$ cat config.mk
export PLATFORM = sky130hd
export DESIGN_NAME = game_period
export DESIGN_NICKNAME = d
export VERILOG_FILES = /design/src/rtl/game_period.sv
export SDC_FILE = /design/constraint.sdc
export NUM_CORES = 1
export LEC_CHECK = 0
export BUFFER_PORTS_ARGS = -buffer_cell sky130_fd_sc_hd__buf_2
export CORE_MARGIN = 5
export CORE_UTILIZATION = 23
export CTS_CLUSTER_DIAMETER = 80
export DETAILED_ROUTE_END_ITERATION = 8
export PLACE_DENSITY = 0.37
export SLEW_MARGIN = 40
export SYNTH_ARGS = -nofsm -noshare
export SYNTH_HDL_FRONTEND = slang
export SYNTH_SLANG_ARGS = --single-unit
$ cat constraint.sdc
create_clock -name Clk100M -period 3 [get_ports Clk100M]
set_input_delay 0.6 -clock Clk100M [delete_from_list [all_inputs] [get_ports Clk100M]]
set_output_delay 0.6 -clock Clk100M [all_outputs]
set_load 0.01 [all_outputs]
$ cat src/rtl/game_period.sv
// game_period: timed game stage counting seconds down and player hits up,
// driving a 4-digit seven-segment view of time remaining and score.
module game_period #(
    parameter int GAME_SECONDS = 60
) (
    input  logic       Clk100M,
    input  logic       rst,
    input  logic       Clk1Hz,
    input  logic       gameSig,
    input  logic       hitSig,
    output logic       doneSig,
    output logic [7:0] score,
    output logic [7:0] gameSeg3,
    output logic [7:0] gameSeg2,
    output logic [7:0] gameSeg1,
    output logic [7:0] gameSeg0
);
    typedef enum logic [1:0] {IDLE, RUN, DONE} state_t;

    state_t      state_q, state_d;
    logic        sec_q, game_q, hit_q;
    logic        sec_e, game_e, hit_e;
    logic [7:0]  rem_q, rem_d;
    logic [7:0]  score_q, score_d;
    logic        done_q, done_d;
    logic [31:0] seg_q, seg_d;

    function automatic logic [7:0] seg7(input logic [7:0] d);
        case (d)
            8'd0:    return 8'hC0;
            8'd1:    return 8'hF9;
            8'd2:    return 8'hA4;
            8'd3:    return 8'hB0;
            8'd4:    return 8'h99;
            8'd5:    return 8'h92;
            8'd6:    return 8'h82;
            8'd7:    return 8'hF8;
            8'd8:    return 8'h80;
            8'd9:    return 8'h90;
            default: return 8'hFF;
        endcase
    endfunction

    assign sec_e  = Clk1Hz & ~sec_q;
    assign game_e = gameSig & ~game_q;
    assign hit_e  = hitSig & ~hit_q;

    always_comb begin
        state_d = state_q;
        rem_d   = rem_q;
        score_d = score_q;
        done_d  = 1'b0;
        if (state_q == RUN) begin
            if (sec_e) begin
                rem_d   = rem_q - 8'd1;
                state_d = (rem_q == 8'd1) ? DONE : RUN;
                done_d  = (rem_q == 8'd1);
            end
            if (hit_e && score_q < 8'd99)
                score_d = score_q + 8'd1;
        end else if (game_e) begin
            state_d = RUN;
            rem_d   = 8'(GAME_SECONDS);
            score_d = 8'd0;
        end
    end

    // Display follows the registered counters, so it trails them by one cycle.
    always_comb begin
        seg_d = (state_q == IDLE) ? 32'hFFFF_FFFF :
                {seg7(rem_q / 8'd10), seg7(rem_q % 8'd10),
                 seg7(score_q / 8'd10), seg7(score_q % 8'd10)};
    end

    always_ff @(posedge Clk100M) begin
        if (rst) begin
            state_q <= IDLE;
            sec_q   <= 1'b1;
            game_q  <= 1'b1;
            hit_q   <= 1'b1;
            rem_q   <= 8'd0;
            score_q <= 8'd0;
            done_q  <= 1'b0;
            seg_q   <= 32'hFFFF_FFFF;
        end else begin
            state_q <= state_d;
            sec_q   <= Clk1Hz;
            game_q  <= gameSig;
            hit_q   <= hitSig;
            rem_q   <= rem_d;
            score_q <= score_d;
            done_q  <= done_d;
            seg_q   <= seg_d;
        end
    end

    assign doneSig  = done_q;
    assign score    = score_q;
    assign gameSeg3 = seg_q[31:24];
    assign gameSeg2 = seg_q[23:16];
    assign gameSeg1 = seg_q[15:8];
    assign gameSeg0 = seg_q[7:0];
endmodule

After elaboration in Yosys (flattened, before gate mapping)
Memory sizes are Yosys's and may differ from the RTL's. A register that Yosys moved wholly into a read port is not among the register bits.
Index checks and enable logic that the tools add are counted.
{"block": "totals", "mem_bits_rw": 0, "ff_bits": 54, "inputBits": 5, "rom_bits": 448, "out_inout_bits": 41, "latchBits": 0, "memories": 4, "elab_cells": 62}
{"memory": "(no name shown)", "depth": 16, "word_bits": 7, "rd": 1, "rd_clocked_by_memory_dff": 1, "write_ports": 0, "line": "29", "source": "case (d)"}
{"memory": "(no name shown)", "depth": 16, "word_bits": 7, "rd": 1, "rd_clocked_by_memory_dff": 1, "write_ports": 0, "line": "29"}
{"memory": "(no name shown)", "depth": 16, "word_bits": 7, "rd": 1, "rd_clocked_by_memory_dff": 1, "write_ports": 0, "line": "29"}
{"memory": "(no name shown)", "depth": 16, "word_bits": 7, "rd": 1, "rd_clocked_by_memory_dff": 1, "write_ports": 0, "line": "29"}
{"block": "op_classes", "n_reduce_logical": 14, "magnitude_cmp": 1, "shift": 0, "bitwise": 12, "mux": 10, "n_eq_ne": 4, "addsub": 2, "mul": 0, "n_div": 4}
{"cell": "$mux 8", "n": 6}
{"cell": "$div 8x4->8 const B", "n": 2}
{"cell": "$logic_not 4->1", "n": 4}
{"cell": "$mod 8x4->8 const B", "n": 2}
{"cell": "$reduce_or 3->1", "n": 5}
{"cell": "$not 1->1", "n": 9}
{"cell": "$add 8x1->8 const B", "n": 1}
{"cell": "$eq 8x1->1 const B", "n": 1}
{"cell": "$lt 8x7->1 const B", "n": 1}
{"cell": "$mux 2", "n": 4}
{"cell": "$sub 8x1->8 const B", "n": 1}
{"cell": "$reduce_and 2->1", "n": 2}
{"cell": "$and 1x1->1", "n": 3}
{"cell": "$eq 2x1->1 const B", "n": 1}
{"cell": "$logic_not 2->1", "n": 1}
{"cell": "$ne 2x1->1 const B", "n": 1}
{"cell": "$ne 2x2->1 const B", "n": 1}
{"cell": "$reduce_bool 2->1", "n": 1}
{"cell": "$logic_and 1x1->1", "n": 1}

Depth between registers and ports, before layout
Gate-level depths: netlist of run 1.
{"block": "depth", "ltp_word": 5, "ltp_mapped": 13, "ltp_nobuf": 11}

Worst setup path before layout of run 1
OpenSTA, ideal clock, no wires.
{"block": "synth_timing", "kind": "register to register", "startpoint": "register score_q[5], in the netlist score[5]", "endpoint": "register seg_q[5]", "n_path_buf": 0, "stages_incl_launch_ff": 12, "required_ps": 2913, "synth_period_minus_slack_ps": 2707, "arrival_time_ps": 2620, "setup_time_ps": 87, "slack_ps": 293, "cell_sequence": "dfxtp_1 nand2b_1 and3_1 o311a_1 nor2_1 nand2_1 o211ai_2 xnor2_1 ha_1 o21ai_0 o311a_1 o31ai_1"}
{"block": "synth_via", "elab_chain_cells": 4}
{"item": "start, declared", "line": "24", "source": "logic [7:0] score_q, score_d;"}
{"item": "start signal, assigned", "line": "91", "source": "score_q <= score_d;"}
{"item": "$mod 8x4->8 (*)", "line": "72", "source": "seg7(score_q / 8'd10), seg7(score_q % 8'd10)};"}
{"item": "$logic_not 4->1", "line": "29"}
{"item": "$not 1->1 (no line)"}
{"item": "$reduce_or 3->1 (no line)"}
{"item": "end, declared", "line": "26", "source": "logic [31:0] seg_q, seg_d;"}
Every way passes the cells marked *; elsewhere a longest branch is shown, timed or not.
A chain may end at the register's enable or synchronous reset.

Final worst setup path of run 1
{"block": "layout_timing", "startpoint": "register score_q[6], in the netlist score[6]", "endpoint": "register seg_q[5]"}
Same word-level chain as after synthesis.

==> results of run 1 <==
## routing by layer
| layer | vias up | wire length, um | share of wire |
|---|---|---|---|
| met5 | - | 0 | 0 |
| met4 | 0 | 204 | 0.018 |
| met3 | 17 | 338 | 0.030 |
| met2 | 68 | 5760 | 0.51 |
| met1 | 1830 | 5050 | 0.44 |
| li1 | 1897 | - | - |
## cell families (layout without fill, tap and decap cells)
group,Yosys count,in the layout,synth area share
DFF,50,50,0.258
adders and majority gates,20,20,0.0645
muxes,9,9,0.0245
AOI/OAI and AO/OA,150,150,0.271
other,1,4,0.000967
buffers and inverters,60,111,0.0729
and+or+nand+nor,187,187,0.259
xor gates and xnor gates,22,22,0.0497
## per-stage QoR
step | hold slack, ns | utilization
floorplan | 0.458 | -
finish | 0.489 | 0.281
global placement | 0.469 | 0.271
detailed placement | 0.483 | 0.271
CTS | 0.493 | 0.281
global route | 0.521 | 0.281
## sequential cells by signal, summed over array words and instances, names as in the netlist
signal / cells
state_q: 2
game_q: 1
doneSig: 1
hit_q: 1
rem_q: 8
score: 8
sec_q: 1
seg_q: 28
## repair_timing
action                                  in CTS  in global routing
setup buffers                                0                  0
endpoints found under the setup margin       0                  5
hold endpoints to repair                     0                  0
resized for setup                            0                  3
## power breakdown
group	internal, mW	total, mW	leakage [nW]	switching [mW]
registers	0.684	0.704	0.409	0.0198
logic	0.153	0.363	1.28	0.209
clock network	0.412	0.664	0.0829	0.252
## worst reg2reg max path, stage by stage, from the launching register on
cell and delay, ns:
dfxtp_1 0.44, nor2b_1 0.46, xnor2_1 0.22, o21ai_1 0.17, a211oi_4 0.29, o211ai_2 0.13, xnor2_1 0.21, ha_1 0.26
o21ai_0 0.11, o311a_1 0.13, o31ai_1 0.21
## worst min path at each step
stage	to
after global placement	state_q[1]
after floorplan	state_q[1]
after CTS	state_q[1]
after global routing	game_q
after detailed placement	state_q[1]
final	state_q[1]
## cell type report
cell class,instances,area share
Sequential cell,50,0.215
Clock inverter,1,0.00643
Tap cell,220,0.0590
Inverter,18,0.0145
Multi-Input combinational cell,392,0.559
Clock buffer,6,0.0298
Timing Repair Buffer,86,0.116
## cell usage in the layout (no fill, tap or decap), drive strengths merged, types with 5 or more instances in the layout
cell type   n
buf        86
nand3      17
ha         20
nand2      41
dfxtp      50
a21o        5
o21a        5
nor2       39
mux2i       8
and3        6
o21bai      5
nor2b      10
a31oi       8
xnor2      18
a21oi      38
o311ai      5
o211ai      6
o21ai      33
nand2b     13
clkbuf      6
o221ai      5
nor3       14
inv        16
nor3b       9
or2         6
==> impl_metrics.toml, run 1 <==
[placement]
place_ws_ns = 0.195
dp_cells = 766
hpwlAfterDp_um = 8800
gp_congestion = 0.866
dpl-instance-area_um2 = 4490
io_buffers = 41

[die]
core-area_um2 = 16600
num_io_pins = 46
die_x_um = 140
fp-row-count = 47
start_util = 0.234
die_area_um2 = 19600
fp.dieH_um = 140

[logic_synthesis]
synthDistinctLibCells = 75
synth_area_um2 = 3880
synth-seq-cells = 50
yosysMostFrequentCell = "dfxtp_1"
synth_edf_count = 0
netlist_top_cells_area = "dfxtp_1, ha_1, a21oi_1"
synth-async-reset-ratio = 0
syn_area_per_cell_um2 = 7.78
synth_top_area_share = 0.258
syn-instance-count = 499
ys.flop_type = "dfxtp_1"
yosys.area.top_type = "dfxtp_1"
ys_seq_area_frac = 0.258
synth_common_cells = "dfxtp_1, nand2_1, a21oi_1, nor2_1, o21ai_0"
yosys_warnings = 0

[cells_and_area]
areaGrowthSynthToFinish_pct = 20.3
design_area_um2 = 4670
layout.nets = 578
instances_no_fill = 773
drive_gt1_frac = 0.215
antenna-diode-count = 0
multi_input_area_um2 = 2610
seqCellArea_um2 = 1000
fillers = 1848

[global_route]
grtUsageMet1 = 0.137
grt_pass1_wl_um = 18900
grt_util_met3 = 0.0202
grtUsageMet2 = 0.209
grt_max_degree = 22
antenna_found_initial = 0
grt_overflow_total = 0
busiest_layer = "met2"
grt_usage = 0.115
grt_pass1_vias = 3730

[clock_network]
cts_hold_buf = 0
cts_tree = "built"
clockBufferDepth = 2
cts_buffers = 5
clk_latency_ns = 0.29
clk_pin_slew_ns = 0.07
cts-htree-levels = 2
cts_sinks = 50
root_buffer = "clkbuf_16"

[critical_path]
r2r_slack_ns = 0.28
critPathMaxStageDelay_ns = 0.46
endpoint = "seg_q[5]"
crit_start = "score[6]"
cp-start-kind = "flip-flop"
path_max_fanout = 7
end_kind = "flip-flop"
crit_slowest_cell = "nor2b_1"
critical-path-top-delay-family = "compound AO/OA/AOI/OAI gates"
r2r-end = "seg_q[5]"
timing.rr.start = "score[6]"
crit_top_cell = "xnor2_1"
cp_num_cells = 10
path_class = "flip-flop to flip-flop"
crit_chain = "nor2b_1 > xnor2_1 > o21ai_1 > a211oi_4 > o211ai_2 > xnor2_1 > ha_1 > o21ai_0 > o311a_1 > o31ai_1"
worstPathArrival_ns = 2.93
critPathRequiredTime_ns = 3.21
path_buf_inv = 0
rr_worst_depth = 10

[timing]
rsz0062_at_grt = "no"
relSlewSlack = 0.619
slew_viol_final = 0
final.setup_skew_ns = 0.00343
min_period_ns = 2.72
tightest_slew_ns = 0.565
clock.fmax_mhz = 367
fin_crit_sh = 0.908
final.setup.tns_ns = 0
setup_viol = 0
fin_ws_ns = 0.276
hold_viol_final = 0

[drt]
antenna_left = 0
vias = 3812
wl_per_cell_um = 14.7
viasPerCell = 4.93
drc = 0
wl_um = 11400
firstDrtPassIters = 4
drt_iter0_drc = 227

[power]
peakVddDrop_mv = 0.187
p_total_mw = 1.73
leakage_nw = 1.77
powerDensity_nw_per_um2 = 371

[min_path]
hold_class = "flip-flop to flip-flop"
hold_depth = 2
min_from = "state_q[1]"

[job]
drv_cap = 0

[status]
status = "finished, final reports clean"
Power figures use the tool's default switching activity.
==> inputs of run 2 (changes only) <==
Settings changed: CORE_ASPECT_RATIO set to 0.75.
==> impl_metrics.toml, run 2 (synthesis results as in run 1) <==
[status]
status = "finished, final reports clean"

[timing]
fin_ws_ns = 0.229
relSlewSlack = 0.534
hold_ws_ns = 0.491
clock.fmax_mhz = 361
fin_crit_sh = 0.924
setup_viol = 0
slew_viol_final = 0
final.setup_skew_ns = 0.0114
tightest_slew_ns = 0.690
min_period_ns = 2.77
final.setup.tns_ns = 0
rsz0062_at_grt = "no"
hold_viol_final = 0

[drt]
wl_um = 12000
drt_iter0_drc = 299
antenna_left = 0
viasPerCell = 4.93
vias = 3790
firstDrtPassIters = 5
wl_per_cell_um = 15.6
drc = 0

[placement]
io_buffers = 41
hpwlAfterDp_um = 9130
gp_congestion = 0.878
place_ws_ns = 0.144
dp_cells = 761
dpl-instance-area_um2 = 4490

[critical_path]
path_class = "flip-flop to flip-flop"
cp-start-kind = "flip-flop"
end_kind = "flip-flop"
critPathRequiredTime_ns = 3.22
path_max_fanout = 11
worstPathArrival_ns = 2.99

[global_route]
grt_usage = 0.122
grt_pass1_wl_um = 19300
grt_max_degree = 21
grtUsageMet1 = 0.207
grt_overflow_total = 0
grt_pass1_vias = 3417
grtUsageMet2 = 0.148
antenna_found_initial = 0
busiest_layer = "met1"
grt_util_met3 = 0.0262

[die]
die_x_um = 160
fp.dieH_um = 122
core-area_um2 = 16700
fp-row-count = 41
die_area_um2 = 19600
num_io_pins = 46
start_util = 0.233

[cells_and_area]
mostFrequentLayoutCell = "dfxtp_1"
fillers = 1803
antenna-diode-count = 0
mostFrequentLayoutCells = "dfxtp_1, buf_4, nand2_1, buf_2"
largest_register_ffs = 28
regMostFlops = "seg_q"
layout.nets = 578
final_core_util = 0.281
instances_no_fill = 769
design_area_um2 = 4680
areaGrowthSynthToFinish_pct = 20.7
drive_gt1_frac = 0.217

[power]
powerDensity_nw_per_um2 = 376
leakage_nw = 1.77
peakVddDrop_mv = 0.214
p_total_mw = 1.76

[job]
drv_cap = 0

[clock_network]
cts_buffers = 5
root_buffer = "clkbuf_16"
clockBufferDepth = 2
clk_latency_ns = 0.30
cts_tree = "built"
clk_pin_slew_ns = 0.08
cts_sinks = 50
post-cts-setup-buffers = 0
cts-htree-levels = 2

[min_path]
hold_class = "flip-flop to flip-flop"
==> run 2: cell count changes in the layout (fill, tap and decap cells not counted), sizes merged <==
cell and change:
inv +1
==> run 2: power breakdown <==
part | leakage (nW) | internal [mW] | switching (mW)
logic | 1.27 | 0.151 | 0.216
registers | 0.408 | 0.684 | 0.0202
clock network | 0.0875 | 0.420 | 0.269
==> run 2: critical path, cell delays in order, from the launching register on <==
cell and delay, ns:
dfxtp_1 0.54, buf_4 0.21, nand3b_1 0.17, o221a_1 0.26
a31oi_1 0.22, or2_1 0.19, nor2_2 0.05, o211ai_2 0.19
xnor2_1 0.17, ha_1 0.24, o21ai_0 0.10, o311a_1 0.13
o31ai_1 0.21
==> run 2: timing repair <==
| item | CTS | global route |
|---|---|---|
| hold buffers | 0 | 0 |
| gates resized for setup | 0 | 4 |
| endpoints found under the setup margin | 0 | 5 |
| endpoints found under the hold margin | 0 | 0 |
==> run 2: area by class of cell <==
cell class | count | area, um^2 | area share
clock inverters | 2 | 38.8 | 0.00828
clock buffers | 6 | 139 | 0.0297
flip-flops and latches | 50 | 1000 | 0.214
well taps | 215 | 269 | 0.0575
inverters | 18 | 67.6 | 0.0144
multi-input cells | 392 | 2620 | 0.560
repair buffers | 86 | 543 | 0.116
==> run 2: path summary, 6_finish.rpt <==
path	from	end	slack, ns	cells past startpoint
setup / recovery	score[7]	seg_q[5]	0.23	12
hold / removal	state_q[1]	state_q[1]	0.49	2
hold reg to reg	state_q[1]	state_q[1]	0.49	2
setup reg to reg	score[7]	seg_q[5]	0.23	12
==> run 2: per-layer routing <==
metal | share of wire | routed length [um] | vias up
li1 | - | - | 1904
met1 | 0.58 | 6930 | 1767
met2 | 0.35 | 4200 | 114
met3 | 0.066 | 792 | 5
met4 | 0.0082 | 99 | 0
met5 | 0 | 0 | -
==> inputs of run 3 (changes only) <==
Settings changed: CORE_MARGIN 5 to unset, CTS_BUF_LIST set to sky130_fd_sc_hd__clkbuf_8, RECOVER_POWER set to 50.
==> impl_metrics.toml, run 3 (synthesis results as in run 1) <==
[clock_network]
root_buffer = "clkbuf_8"
cts_tree = "built"
clk_latency_ns = 0.33
cts_sinks = 50
clockBufferDepth = 2
cts_buffers = 5
post-cts-setup-buffers = 0
clk_pin_slew_ns = 0.11
cts-htree-levels = 2

[timing]
clock.fmax_mhz = 361
tightest_slew_ns = 0.679
rsz0062_at_grt = "no"
min_period_ns = 2.77
setup_viol = 0
fin_ws_ns = 0.232
fin_crit_sh = 0.923
relSlewSlack = 0.548
hold_viol_final = 0
final.setup.tns_ns = 0
final.setup_skew_ns = 0.0213
slew_viol_final = 0

[cells_and_area]
largest_register_ffs = 28
multi_input_area_um2 = 2610
fillers = 1777
regMostFlops = "seg_q"
drive_gt1_frac = 0.163
seqCellArea_um2 = 1000
areaGrowthSynthToFinish_pct = 18.6
mostFrequentLayoutCell = "dfxtp_1"
layout.nets = 582
design_area_um2 = 4600
mostFrequentLayoutCells = "dfxtp_1, buf_4, nand2_1"
antenna-diode-count = 0
instances_no_fill = 768

[critical_path]
path_class = "flip-flop to flip-flop"
timing.rr.start = "score[5]"
crit_start = "score[5]"
critPathMaxStageDelay_ns = 0.48
crit_slowest_cell = "dfxtp_1"
end_kind = "flip-flop"
path_buf_inv = 0
crit_chain = "or3b_4 > o221a_1 > a31oi_1 > or2_1 > nor2_2 > o211ai_2 > xnor2_1 > ha_1 > o21ai_0 > o311a_1 > o31ai_1"
critical-path-top-delay-family = "compound AO/OA/AOI/OAI gates"
cp-start-kind = "flip-flop"
critPathRequiredTime_ns = 3.25
worstPathArrival_ns = 3.02
path_max_fanout = 7

[die]
die_area_um2 = 17400
die_x_um = 152
core-area_um2 = 16300
start_util = 0.239
num_io_pins = 46
fp.dieH_um = 114
fp-row-count = 40

[status]
status = "finished, violations left"
violations = "DRC"

[drt]
antenna_left = 0
drt_iter0_drc = 260
firstDrtPassIters = 7
wl_um = 12000
wl_per_cell_um = 15.6
viasPerCell = 4.95
vias = 3803
drc = 10

[global_route]
grt_usage = 0.142
grt_max_degree = 21
grt_pass1_wl_um = 19400
grt_overflow_total = 0
grt_pass1_vias = 3526
antenna_found_initial = 0

[placement]
dpl-instance-area_um2 = 4520
io_buffers = 41
place_ws_ns = 0.226
hpwlAfterDp_um = 9050
dp_cells = 760
gp_congestion = 0.839

[power]
peakVddDrop_mv = 0.164
leakage_nw = 1.71
powerDensity_nw_per_um2 = 352

[job]
drv_cap = 0

[min_path]
min_from = "gameSig"
hold_class = "primary input to flip-flop"
==> run 3: final timing paths <==
path | to | slack [ns] | depth (start not counted)
worst max-delay path | seg_q[5] | 0.23 | 11
worst min-delay path | game_q | 0.48 | 2
worst max register to register | seg_q[5] | 0.23 | 11
worst min register to register | state_q[1] | 0.49 | 2
==> run 3: metal layers <==
layer	vias up	part of all wire	GRT usage
li1	1917	-	-
met1	1795	0.58	0.231
met5	-	0	0
met4	0	0.0071	0.0286
met2	84	0.36	0.182
met3	7	0.053	0.0273
==> run 3: timing repair <==
item / in CTS / in global routing
hold buffers: 0 / 0
resized for setup: 0 / 4
endpoints found under the setup margin: 0 / 4
==> run 3: report_power, final <==
| group | switching [mW] | total, mW | internal, mW |
|---|---|---|---|
| Clock | 0.259 | 0.534 | 0.275 |
| Sequential | 0.0211 | 0.705 | 0.684 |
| Combinational | 0.218 | 0.379 | 0.161 |
| Total | 0.498 | 1.62 | 1.12 |
==> run 3: final cells by class <==
cell class,count,share of cell area
inverters,18,0.0147
flip-flops and latches,50,0.218
well taps,210,0.0571
multi-input cells,392,0.568
clock inverters,2,0.00843
repair buffers,90,0.116
clock buffers,6,0.0179
==> run 3: stage by stage <==
step / power (mW) / utilization / hold slack [ns]
after floorplan: 0.976 / - / 0.458
after global placement: 1.10 / 0.278 / 0.469
after detailed placement: 1.10 / 0.278 / 0.476
after CTS: 1.66 / 0.286 / 0.460
after global routing: 1.72 / 0.283 / 0.458
final: 1.62 / 0.283 / 0.480
